`src/rtl/fb_pkg.sv`:
```
// Shared types and sizing helpers for the frame-buffer write path.
// Provides the sequencer state enum, default screen size and width helpers.
package fb_pkg;

  typedef enum logic [2:0] {
    IDLE,
    AWAIT,
    DRAW,
    NEXT,
    DONE
  } seq_state_t;

  localparam int DEF_SCREEN_W = 640;
  localparam int DEF_SCREEN_H = 480;

  function automatic int src_w(input int max_src);
    return (max_src < 1) ? 1 : $clog2(max_src + 1);
  endfunction

  function automatic int addr_w(input int w, input int h);
    return $clog2(w * h);
  endfunction

endpackage

```
`src/rtl/fb_addr_clip.sv`:
```
// Clips a pixel against the screen and linearises its address (comb only).
// Ports: x, y (32b), transparent in; write_ok, addr (y*SCREEN_W+x) out.
module fb_addr_clip
  import fb_pkg::*;
#(
  parameter int SCREEN_W = DEF_SCREEN_W,
  parameter int SCREEN_H = DEF_SCREEN_H,
  parameter int ADDR_W   = addr_w(DEF_SCREEN_W, DEF_SCREEN_H)
) (
  input  logic [31:0]       x,
  input  logic [31:0]       y,
  input  logic              transparent,
  output logic              write_ok,
  output logic [ADDR_W-1:0] addr
);

  logic              in_range;
  logic [ADDR_W-1:0] x_t;
  logic [ADDR_W-1:0] y_t;

  // Full 32-bit unsigned compare: negative coords wrap huge and drop.
  assign in_range = (x < 32'(SCREEN_W)) && (y < 32'(SCREEN_H));
  assign write_ok = in_range && !transparent;

  // Truncation is safe only because in_range gates the store.
  assign x_t  = x[ADDR_W-1:0];
  assign y_t  = y[ADDR_W-1:0];
  assign addr = x_t + y_t * ADDR_W'(SCREEN_W);

endmodule

```
`src/rtl/fb_write_sequencer.sv`:
```
// Grants draw sources once per frame and writes their pixels to the back bank.
// Ports: clk/reset/frame; source handshake; mem_*; banks; round_busy, overrun
// (plus timeout when WRITE_TIMEOUT_EN is defined).
module fb_write_sequencer
  import fb_pkg::*;
#(
  parameter int MAX_WRITE_SOURCE = 1,
  parameter int COLOR_DEPTH      = 9,
  parameter int SCREEN_W         = DEF_SCREEN_W,
  parameter int SCREEN_H         = DEF_SCREEN_H
`ifdef WRITE_TIMEOUT_EN
  ,
  parameter int AWAIT_TIMEOUT    = 1024
`endif
) (
  input  logic                                clk,
  input  logic                                reset,
  input  logic                                frame,
  output logic [src_w(MAX_WRITE_SOURCE)-1:0]  write_source_sel,
  output logic                                write_awaited,
  input  logic                                write_active,
  input  logic [31:0]                         write_x_addr,
  input  logic [31:0]                         write_y_addr,
  input  logic [COLOR_DEPTH-1:0]              write_color_data,
  input  logic                                write_transparent,
  output logic                                mem_we,
  output logic [addr_w(SCREEN_W,SCREEN_H)-1:0] mem_addr,
  output logic [COLOR_DEPTH-1:0]              mem_wdata,
  output logic                                mem_bank,
  output logic                                display_bank,
  output logic                                round_busy,
  output logic                                overrun
`ifdef WRITE_TIMEOUT_EN
  ,
  output logic                                timeout
`endif
);

  localparam int SRC_W  = src_w(MAX_WRITE_SOURCE);
  localparam int ADDR_W = addr_w(SCREEN_W, SCREEN_H);
  localparam logic [SRC_W-1:0] LAST_SRC = SRC_W'(MAX_WRITE_SOURCE);

  seq_state_t        state;
  seq_state_t        state_nx;
  logic              start;
  logic              swap;
  logic              take;
  logic              skip;
  logic              clip_ok;
  logic [ADDR_W-1:0] clip_addr;

  fb_addr_clip #(
    .SCREEN_W (SCREEN_W),
    .SCREEN_H (SCREEN_H),
    .ADDR_W   (ADDR_W)
  ) u_clip (
    .x           (write_x_addr),
    .y           (write_y_addr),
    .transparent (write_transparent),
    .write_ok    (clip_ok),
    .addr        (clip_addr)
  );

  assign start = frame && (state == IDLE || state == DONE);
  // First frame after reset must not swap: nothing was drawn yet.
  assign swap  = frame && (state == DONE);
  assign take  = write_awaited && write_active && clip_ok;

`ifdef WRITE_TIMEOUT_EN
  localparam int CNT_W = $clog2(AWAIT_TIMEOUT + 1);
  logic [CNT_W-1:0] wait_cnt;

  // Counter is zero on the grant cycle, so skip fires on AWAIT cycle T.
  assign skip = (state == AWAIT) && !write_active &&
                (wait_cnt == CNT_W'(AWAIT_TIMEOUT - 1));

  always_ff @(posedge clk) begin
    if (reset) begin
      wait_cnt <= '0;
      timeout  <= 1'b0;
    end else begin
      wait_cnt <= (state == AWAIT) ? wait_cnt + 1'b1 : '0;
      timeout  <= skip;
    end
  end
`else
  assign skip = 1'b0;
`endif

  always_ff @(posedge clk) begin
    if (reset) state <= IDLE;
    else       state <= state_nx;
  end

  always_comb begin
    state_nx = state;
    unique case (state)
      IDLE, DONE: if (frame) state_nx = AWAIT;
      AWAIT: begin
        if (write_active) state_nx = DRAW;
        else if (skip)    state_nx = NEXT;
      end
      DRAW: if (!write_active) state_nx = NEXT;
      NEXT: begin
        if (write_source_sel < LAST_SRC) state_nx = AWAIT;
        else                             state_nx = DONE;
      end
      default: state_nx = IDLE;
    endcase
  end

  always_comb begin
    write_awaited = (state == AWAIT) || (state == DRAW);
    round_busy    = (state == AWAIT) || (state == DRAW) ||
                    (state == NEXT);
  end

  always_ff @(posedge clk) begin
    if (reset) begin
      write_source_sel <= '0;
      display_bank     <= 1'b0;
      mem_we           <= 1'b0;
      mem_addr         <= '0;
      mem_wdata        <= '0;
      overrun          <= 1'b0;
    end else begin
      if (start) begin
        write_source_sel <= '0;
      end else if (state == NEXT && write_source_sel < LAST_SRC) begin
        write_source_sel <= write_source_sel + 1'b1;
      end
      if (swap) display_bank <= ~display_bank;
      mem_we <= take;
      if (take) begin
        mem_addr  <= clip_addr;
        mem_wdata <= write_color_data;
      end
      overrun <= frame && round_busy;
    end
  end

  assign mem_bank = ~display_bank;

endmodule

```
`config.mk`:
```
export PLATFORM = sky130hd
export DESIGN_NAME = fb_write_sequencer
export DESIGN_NICKNAME = d
export VERILOG_FILES = /design/src/rtl/fb_pkg.sv /design/src/rtl/fb_addr_clip.sv /design/src/rtl/fb_write_sequencer.sv
export SDC_FILE = /design/constraint.sdc
export NUM_CORES = 1
export LEC_CHECK = 0
export CORE_ASPECT_RATIO = 0.6
export CORE_UTILIZATION = 35
export CTS_CLUSTER_DIAMETER = 120
export DETAILED_ROUTE_END_ITERATION = 6
export DONT_BUFFER_PORTS = 1
export RECOVER_POWER = 50
export SYNTH_ARGS = -nofsm -noshare
export SYNTH_HDL_FRONTEND = slang
export SYNTH_SLANG_ARGS = --single-unit
```
`constraint.sdc`:
```
create_clock -name clk -period 3.4 [get_ports clk]
set_input_delay 0.34 -clock clk [delete_from_list [all_inputs] [get_ports clk]]
set_output_delay 0.34 -clock clk [all_outputs]
set_load 0.03 [all_outputs]
```
==> results of run 1 <==
## kinds of logic (layout without fill, tap and decap cells)
family | count (synthesis) | after routing | synth area share [%]
flip-flops | 35 | 35 | 29.8
adder cells (fa/ha/maj) | 31 | 31 | 17.1
buffers and inverters | 26 | 24 | 4.31
multiplexers | 1 | 1 | 0.425
AND/OR/NAND/NOR | 113 | 113 | 24.3
XOR/XNOR | 14 | 14 | 5.21
AO/OA/AOI/OAI | 76 | 76 | 18.8
## metal layers
layer  GRT usage (%)  part of all wire (%)  vias to the layer above
li1                -                     -                     1053
met1            23.5                    50                      923
met2            24.4                    40                       87
met3            6.94                   9.6                        6
met4            2.91                  0.49                        0
met5               0                     0                        -
## through the flow
step,setup WS (ns),total power [uW],hold WS (ns),utilization [%],std cells
4_1_cts,0.341,1180,0.0949,40.6,378
3_5_place_dp,0.0585,733,0.415,38.5,370
6_report,0.301,1170,0.116,40.6,378
2_1_floorplan,0.317,685,0.480,-,296
3_3_place_gp,0.133,727,0.412,38.5,370
5_1_grt,0.120,1250,0.0813,40.6,378
## worst reg2reg max path, delay by kind of cell, from the launching register on
| family | cells | cell delay (ns) |
|---|---|---|
| simple gates | 4 | 1.06 |
| buf+inv | 1 | 0.26 |
| xor+xnor | 1 | 0.16 |
| flops | 1 | 0.48 |
## flip-flops by register name (all words and copies together) (netlist names)
signal	cells
state	3
display_bank	1
write_source_sel	1
mem_wdata	9
mem_addr	19
overrun	1
mem_we	1
## area by class of cell
class / count / share of cell area (%)
Clock buffer: 6 / 2.83
Clock inverter: 2 / 2.34
Inverter: 13 / 1.91
Multi-Input combinational cell: 235 / 60.6
Sequential cell: 35 / 27.4
Tap cell: 84 / 4.10
Timing Repair Buffer: 3 / 0.879
## worst max-delay path by stage
stage,to,start,depth (start not counted)
finish,mem_addr[18],write_y_addr[2],14
detailed placement,mem_addr[18],write_y_addr[2],14
global route,mem_addr[18],write_y_addr[2],14
CTS,mem_addr[18],write_y_addr[2],14
floorplan,mem_addr[18],write_y_addr[2],14
global placement,mem_addr[18],write_y_addr[2],14
## cells in the final DEF (no fill, tap or decap), types with 3 or more instances in the layout
cell type	netlist	layout
sky130_fd_sc_hd__o21ai_0	15	15
sky130_fd_sc_hd__dfxtp_1	35	35
sky130_fd_sc_hd__nand4_1	3	3
sky130_fd_sc_hd__nand2b_1	3	3
sky130_fd_sc_hd__nand2_1	42	42
sky130_fd_sc_hd__clkbuf_8	0	5
sky130_fd_sc_hd__ha_1	29	29
sky130_fd_sc_hd__o21a_1	3	3
sky130_fd_sc_hd__nor4_1	11	11
sky130_fd_sc_hd__nor2b_1	5	5
sky130_fd_sc_hd__nor3_1	6	6
sky130_fd_sc_hd__a31oi_1	3	3
sky130_fd_sc_hd__o2111ai_1	3	3
sky130_fd_sc_hd__and3_1	4	4
sky130_fd_sc_hd__a21o_1	4	4
sky130_fd_sc_hd__nor2_1	21	21
sky130_fd_sc_hd__buf_4	0	3
sky130_fd_sc_hd__inv_1	13	13
sky130_fd_sc_hd__a21oi_1	38	38
sky130_fd_sc_hd__xnor2_1	12	12
sky130_fd_sc_hd__a211oi_1	3	3
sky130_fd_sc_hd__nand3_1	5	5
## power by group
group | internal, uW | switching, uW | total, uW
logic | 140 | 165 | 305
registers | 413 | 7.70 | 421
clock network | 293 | 150 | 443
total | 846 | 322 | 1170
==> out/metrics.yaml, run 1 <==
syn_to_final_growth_pct: 8.83
reg2regPathDepth: 6
root_buffer: "sky130_fd_sc_hd__clkbuf_8"
run_status: "finished, final reports clean"
setup-tns-final_ns: 0
synthFlopType: "sky130_fd_sc_hd__dfxtp_1"
die_h_um: 65.5
initial_util_pct: 37.3
drt-wirelength-per-cell_um: 15.5
async_sr_flop_fraction_pct: 0
fillers: 668
inserted_clock_buffers: 5
vdd_drop_max_mv: 0.256
post_synth_inst_count: 296
drc: 0
cts.repair_timing.setup_buffer_count: 0
grt_use_total_pct: 16.9
maximum_number_of_pins_on_one_net_before_global_route_repair: 38
worst-slew-pin-transition_ns: 0.548
setup.worst_path.class: "in2reg"
fin_area_sq_um: 2560
required_ns: 3.57
worstHoldPathType: "in2reg"
gp_congestion: 0.789
setup_slack_on_the_worst_flop_to_flop_path_ns: 1.40
drive_above_1_share_pct: 4.76
synthDominantAreaCellType: "sky130_fd_sc_hd__dfxtp_1"
post-route-min-period_ns: 3.10
dr_total_vias: 2069
antenna-diode-count: 0
firstDrtPassIters: 5
synth.ff_latch_count: 35
crit_path_start_kind: "input pin"
cpPeakStageDelay_ns: 0.35
post_cts.resized_instances: 0
ys_warn_count: 0
yosysSeqAreaShare_pct: 29.8
timing.max_slew.rel_slack_pct: 63.4
postRouteAntennaNets: 0
endpoint_kind: "register"
die_area_sq_um: 7070
most_common_cell_in_the_synthesized_netlist: "sky130_fd_sc_hd__nand2_1"
antenna_found_initial: 0
fin_worst_skew_ns: 0.00796
post-synth-top-area-fraction_pct: 29.8
io_pins: 113
cts_tree: "done"
worstPathMaxFanout: 3
design.final.nets: 402
timing.hold.worst.start: "reset"
cp.buffers_inverters: 0
numPortBuffers: 0
timing_hold_violations_final: 0
final.period_utilization_pct: 91.2
postSynthNetCount: 405
timing.final.setup_violations: 0
first_global_vias: 1913
synth.top_cells.by_count: "sky130_fd_sc_hd__nand2_1, sky130_fd_sc_hd__a21oi_1, sky130_fd_sc_hd__dfxtp_1"
clock_path_buffers: 2
data_arrival_critical_path_ns: 3.27
post_synth_instance_area_sq_um: 2350
r2r-end: "mem_addr[17]"
number_of_hold_repair_buffers_added_at_the_cts_stage: 0
routed_wirelength_um: 5860
area_of_the_core_sq_um: 6300
htree_levels: 2
count_of_flip_flops_with_a_built_in_enable_after_synthesis: 0
timing.critical_path.max_delay_family: "compound AO/OA/AOI/OAI gates"
avgViaCountPerCell: 5.47
holdPathEnd: "mem_addr[2]"
rsz0062_at_grt: "no"
worst_path_cell_trace: "ha_1 -> ha_1 -> a21o_1 -> a21oi_1 -> nor2b_1 -> o21a_1 -> nor2_1 -> xnor2_1 -> ha_1 -> a21oi_1 -> nor3b_1 -> a211oi_1 -> a21boi_0 -> a2111oi_0"
maxClockFrequency_mhz: 323
std_cell_rows: 22
placed_cell_area_sq_um: 2430
drt-initial-drc-count: 100
global_route.overflow_total: 0
dpl.hpwl_um: 4630
power.density_nw_per_um2: 456
maxCapViolCount: 0
multi_input_area_sq_um: 1550
timing.rr.start: "state[0]"
timing.critical_path.mode_cell: "sky130_fd_sc_hd__ha_1"
floorplan.die.width_um: 108
synth.distinct_cells: 45
synth_area_per_cell_sq_um: 7.95
clock_latency_ns: 0.29
leading_post_synthesis_cells_by_cell_area: "sky130_fd_sc_hd__dfxtp_1, sky130_fd_sc_hd__ha_1, sky130_fd_sc_hd__a21oi_1, sky130_fd_sc_hd__nand2_1, sky130_fd_sc_hd__xnor2_1"
clk_pin_slew_worst_paths_ns: 0.07
drv_slew: 0
total_leakage_power_uw: 0.000942
cp_slowest_cell: "sky130_fd_sc_hd__a2111oi_0"
hold_depth: 1
sequential_cell_area_sq_um: 701
first_pass_grt_wire_length_um: 9000
clkSinkCount: 35
(Power assumes the default switching activity.)
==> run 2, diff against run 1 <==
--- a/config.mk
+++ b/config.mk
@@ -5,7 +5,6 @@
 export SDC_FILE = /design/constraint.sdc
 export NUM_CORES = 1
 export LEC_CHECK = 0
-export CORE_ASPECT_RATIO = 0.6
 export CORE_UTILIZATION = 35
 export CTS_CLUSTER_DIAMETER = 120
 export DETAILED_ROUTE_END_ITERATION = 6
==> run 2 against run 1 <==
The flow now finishes with violations (design-rule violations). Clock skew decreased by 0.0066 ns. Die area fell by 0.16%. Routed wire length shrank 7.6%. Sequential cell count is the same. Largest cell class unchanged. Largest power group is now registers.
==> out/metrics.yaml, run 2 (synthesis results as in run 1) <==
worstPathMaxFanout: 3
run_status: "finished with violations"
fin_area_sq_um: 2490
setup-tns-final_ns: 0
fin_worst_skew_ns: 0.00134
htree_levels: 2
io_pins: 113
clock_path_buffers: 2
maxClockFrequency_mhz: 322
std_cell_rows: 29
timing.max_slew.rel_slack_pct: 62.1
rsz0062_at_grt: "no"
first_global_vias: 1902
firstDrtPassIters: 6
die_area_sq_um: 7060
drt-initial-drc-count: 77
antenna-diode-count: 0
dp.cells: 362
timing.final.setup_violations: 0
drive_above_1_share_pct: 4.10
cpPeakStageDelay_ns: 0.35
most_common_cell_after_layout_fill_and_taps_aside: "sky130_fd_sc_hd__nand2_1"
maxCapViolCount: 0
postRouteAntennaNets: 0
placed_cell_area_sq_um: 2410
biggestRegsByFlops: "mem_addr: 19 flops, mem_wdata: 9 flops, state: 3 flops"
dr_total_vias: 2052
timing_hold_violations_final: 0
die_h_um: 84
endpoint_kind: "register"
cts.repair_timing.setup_buffer_count: 0
floorplan.die.width_um: 84
antenna_found_initial: 0
timing.rr.start: "state[1]"
clock_latency_ns: 0.27
routed_wirelength_um: 5420
timing.critical_path.mode_cell: "sky130_fd_sc_hd__ha_1"
gp_congestion: 0.783
initial_util_pct: 36.6
setup.worst_path.class: "in2reg"
area_of_the_core_sq_um: 6420
vdd_drop_max_mv: 0.145
r2r-end: "mem_addr[17]"
most-common-layout-cells: "sky130_fd_sc_hd__nand2_1, sky130_fd_sc_hd__a21oi_1, sky130_fd_sc_hd__dfxtp_1, sky130_fd_sc_hd__ha_1, sky130_fd_sc_hd__nor2_1"
number_of_hold_repair_buffers_added_at_the_cts_stage: 0
worst_slack_ns: 0.295
drt-wirelength-per-cell_um: 14.6
multi_input_area_sq_um: 1550
root_buffer: "sky130_fd_sc_hd__clkbuf_8"
inserted_clock_buffers: 5
design.final.nets: 401
maximum_number_of_pins_on_one_net_before_global_route_repair: 38
syn_to_final_growth_pct: 5.95
hold_depth: 1
worstHoldPathType: "in2reg"
setup_slack_on_the_worst_flop_to_flop_path_ns: 1.38
total_leakage_power_uw: 0.000914
drv_slew: 0
fillers: 666
numPortBuffers: 0
preCtsSetupSlack_ns: 0.0413
cp_slowest_cell: "sky130_fd_sc_hd__a2111oi_0"
dpl.hpwl_um: 4300
clk_pin_slew_worst_paths_ns: 0.07
regMostFlops: "mem_addr"
holdPathEnd: "mem_wdata[8]"
worst_path_cell_trace: "ha_1 -> ha_1 -> a21o_1 -> a21oi_1 -> nor2b_1 -> o21a_1 -> nor2_1 -> xnor2_1 -> ha_1 -> a21oi_1 -> nor3b_1 -> a211oi_1 -> a21boi_0 -> a2111oi_0"
fin_cells: 370
worst-slew-pin-transition_ns: 0.566
clkSinkCount: 35
cts_tree: "done"
post-route-min-period_ns: 3.10
post_cts.resized_instances: 0
drc: 19
failing_checks: "design-rule violations"
final.period_utilization_pct: 91.3
critical_path.startpoint: "write_y_addr[2]"
crit_path_start_kind: "input pin"
largest_reg_flops: 19
reg2regPathDepth: 6
grt_use_total_pct: 15.5
first_pass_grt_wire_length_um: 8740
avgViaCountPerCell: 5.55
required_ns: 3.56
data_arrival_critical_path_ns: 3.27
global_route.overflow_total: 0
power.density_nw_per_um2: 402
timing.hold.worst.start: "reset"
sequential_cell_area_sq_um: 701
==> run 2: cell count changes in the layout (fill, tap and decap cells not counted) <==
cell                        previous run  this run
sky130_fd_sc_hd__buf_4                 3         2
sky130_fd_sc_hd__clkbuf_1              1         2
sky130_fd_sc_hd__clkinv_2              0         1
sky130_fd_sc_hd__bufinv_16             2         0
==> run 2: layout make-up <==
| type | instances | share of cell area, % |
|---|---|---|
| multi-input combinational | 235 | 62.2 |
| sequential | 35 | 28.1 |
| tap | 77 | 3.86 |
| clock buffer | 7 | 3.06 |
| inverter | 13 | 1.96 |
| timing repair buffer | 2 | 0.602 |
| clock inverter | 1 | 0.201 |
==> run 2: stage by stage <==
stage | util, % | total power, uW | hold slack [ns]
floorplan | - | 685 | 0.480
global placement | 37.6 | 725 | 0.412
detailed placement | 37.6 | 729 | 0.414
CTS | 38.8 | 1020 | 0.112
global route | 38.8 | 1080 | 0.105
finish | 38.8 | 1000 | 0.126
==> run 2: per-layer routing <==
metal | routed length [um] | GRT usage [%] | vias to the layer above | part of all wire [%]
li1 | - | - | 1051 | -
met5 | 0 | 0 | - | 0
met1 | 2390 | 17.6 | 907 | 44
met2 | 2410 | 25.9 | 90 | 45
met3 | 566 | 7.22 | 4 | 10
met4 | 43 | 4.55 | 0 | 0.79
==> run 2: worst max-delay path, delay by kind of cell <==
family	cells	cell delay (ns)
AOI/OAI and AO/OA	7	1.41
xor gates and xnor gates	1	0.15
adders and majority gates	3	0.86
and+or+nand+nor	3	0.49
==> run 2: worst max path at each step <==
stage | to | slack, ns
after detailed placement | mem_addr[18] | 0.04
final | mem_addr[18] | 0.30
after floorplan | mem_addr[18] | 0.32
after global placement | mem_addr[18] | 0.13
after global routing | mem_addr[18] | 0.002
after CTS | mem_addr[18] | 0.31
==> run 2: report_power, final <==
| part | switching [uW] | leakage (uW) | total (uW) | internal [uW] |
|---|---|---|---|---|
| logic | 164 | 0.000590 | 302 | 137 |
| registers | 7.66 | 0.000282 | 421 | 413 |
| clock network | 136 | 0.0000422 | 279 | 144 |
==> run 3, diff against run 2 <==
==> constraint.sdc (replaced) <==
create_clock -name clk -period 3.4 [get_ports clk]
set_input_delay 0.51 -clock clk [delete_from_list [all_inputs] [get_ports clk]]
set_output_delay 0.51 -clock clk [all_outputs]
set_load 0.03 [all_outputs]
==> run 3 against run 2 <==
The flow still finishes with violations (design-rule violations). Sequential power about the same. Routed wire length rose by 0.92%. Power rose by 3.5%. Die area is the same. Register-to-register slack gained 0.03 ns. Hold slack improved by 0.17 ns. Count of clock-buffer cells in the layout unchanged. Global-route usage decreased by 0.23 points. Clock skew is 0.0033 ns higher. Non-clock buffer count grew 6. Via count grew 0.68%. Utilization grew 0.88 points. Highest routed layer unchanged.
==> out/metrics.yaml, run 3 (synthesis results as in run 1) <==
post-route-min-period_ns: 3.19
clock_path_buffers: 2
power.density_nw_per_um2: 406
htree_levels: 2
initial_util_pct: 36.6
timing.max_slew.rel_slack_pct: 61.2
worst_path_cell_trace: "ha_1 -> ha_1 -> a21o_1 -> a21oi_1 -> nor2b_1 -> o21a_1 -> nor2_1 -> xnor2_1 -> ha_1 -> a21oi_1 -> nor3b_2 -> buf_4 -> a21oi_1 -> nor4bb_1 -> a2111oi_2"
antenna_found_initial: 0
vdd_drop_max_mv: 0.141
floorplan.die.width_um: 84
regMostFlops: "mem_addr"
first_global_vias: 1891
drc: 20
clkSinkCount: 35
power.net_switching_uw: 317
worstPathMaxFanout: 2
setup-tns-final_ns: 0
inserted_clock_buffers: 5
syn_to_final_growth_pct: 8.35
avgViaCountPerCell: 5.49
fillers: 650
antenna-diode-count: 0
drt-initial-drc-count: 70
io_pins: 113
maxCapViolCount: 0
first_pass_grt_wire_length_um: 8720
postRouteAntennaNets: 0
finalHoldWorstSlack_ns: 0.296
die_area_sq_um: 7060
design.final.nets: 407
sequential_cell_area_sq_um: 701
endpoint_kind: "register"
run_status: "finished with violations"
clk_pin_slew_worst_paths_ns: 0.07
maximum_number_of_pins_on_one_net_before_global_route_repair: 38
total_leakage_power_uw: 0.000947
number_of_hold_repair_buffers_added_at_the_cts_stage: 0
worst-slew-pin-transition_ns: 0.579
clock_power_share_pct: 27.1
numPortBuffers: 0
setup.worst_path.class: "in2reg"
drv_slew: 0
power_frac_seq_pct: 40.6
routed_wirelength_um: 5470
clock_latency_ns: 0.28
area_of_the_core_sq_um: 6420
power_switching_share_pct: 30.6
data_arrival_critical_path_ns: 3.34
global_route.overflow_total: 0
p_int_uw: 719
power_frac_comb_pct: 32.3
biggestRegsByFlops: "mem_addr: 19 flops, mem_wdata: 9 flops, state: 3 flops"
maxClockFrequency_mhz: 314
timing_hold_violations_final: 0
multi_input_area_sq_um: 1560
grt_use_total_pct: 15.3
rsz0062_at_grt: "no"
timing.critical_path.max_delay_family: "compound AO/OA/AOI/OAI gates"
gp_congestion: 0.755
largest_reg_flops: 19
dr_total_vias: 2066
cpPeakStageDelay_ns: 0.37
crit_path_start_kind: "input pin"
drive_above_1_share_pct: 6.69
most-common-layout-cells: "sky130_fd_sc_hd__nand2_1, sky130_fd_sc_hd__a21oi_1, sky130_fd_sc_hd__dfxtp_1, sky130_fd_sc_hd__ha_1, sky130_fd_sc_hd__nor2_1"
firstDrtPassIters: 6
std_cell_rows: 29
dpl.hpwl_um: 4380
most_common_cell_after_layout_fill_and_taps_aside: "sky130_fd_sc_hd__nand2_1"
timing.final.setup_violations: 0
die_h_um: 84
fin_worst_skew_ns: 0.00467
failing_checks: "design-rule violations"
worstHoldPathType: "in2reg"
cp.buffers_inverters: 1
required_ns: 3.55
final.period_utilization_pct: 93.8
root_buffer: "sky130_fd_sc_hd__clkbuf_8"
cp_slowest_cell: "sky130_fd_sc_hd__nor4bb_1"
cts_tree: "done"
drt-wirelength-per-cell_um: 14.5
-- run 3: final timing paths --
kind	depth (start not counted)	start	slack [ns]	endpoint
min	1	reset	0.30	mem_addr[15]
max	15	write_y_addr[2]	0.21	mem_addr[18]
max reg2reg	7	state[0]	1.41	mem_addr[18]
min reg2reg	2	mem_wdata[6]	0.59	mem_wdata[6]
-- run 3: final cells by class --
cell class | instances | share of cell area, %
tap | 77 | 3.78
multi-input combinational | 235 | 61.3
clock buffer | 7 | 2.99
timing repair buffer | 8 | 2.36
inverter | 13 | 1.91
sequential | 35 | 27.5
clock inverter | 1 | 0.196
-- run 3: power groups by stage --
stage / Clock (uW) / Combinational [uW] / Sequential (uW)
global route: 307 / 380 / 422
detailed placement: 0 / 329 / 430
finish: 281 / 335 / 421
CTS: 293 / 332 / 421
floorplan: 0 / 260 / 425
global placement: 0 / 324 / 430
-- run 3: metal layers --
metal | part of all wire, % | global-route usage, % | vias to the layer above
li1 | - | - | 1062
met1 | 45 | 19.0 | 909
met2 | 45 | 24.4 | 91
met3 | 9.8 | 6.03 | 4
met4 | 0.77 | 4.23 | 0
met5 | 0 | 0 | -
-- run 3: per-stage QoR --
| step | utilization, % | cell area [sq um] | worst slack, ns | cells | power, uW |
|---|---|---|---|---|---|
| 6_report | 39.7 | 2550 | 0.211 | 376 | 1040 |
| 5_1_grt | 39.7 | 2550 | 0.0163 | 376 | 1110 |
| 4_1_cts | 39.5 | 2540 | 0.181 | 376 | 1050 |
| 3_5_place_dp | 38.3 | 2460 | -0.0998 | 368 | 759 |
| 3_3_place_gp | 38.3 | 2460 | -0.00364 | 368 | 754 |
| 2_1_floorplan | - | 2350 | 0.147 | 296 | 685 |
-- run 3: what timing repair did --
item                                    CTS  global route
endpoints found under the setup margin    0             1
gates resized for setup                   0             3
buffers inserted                          0             0
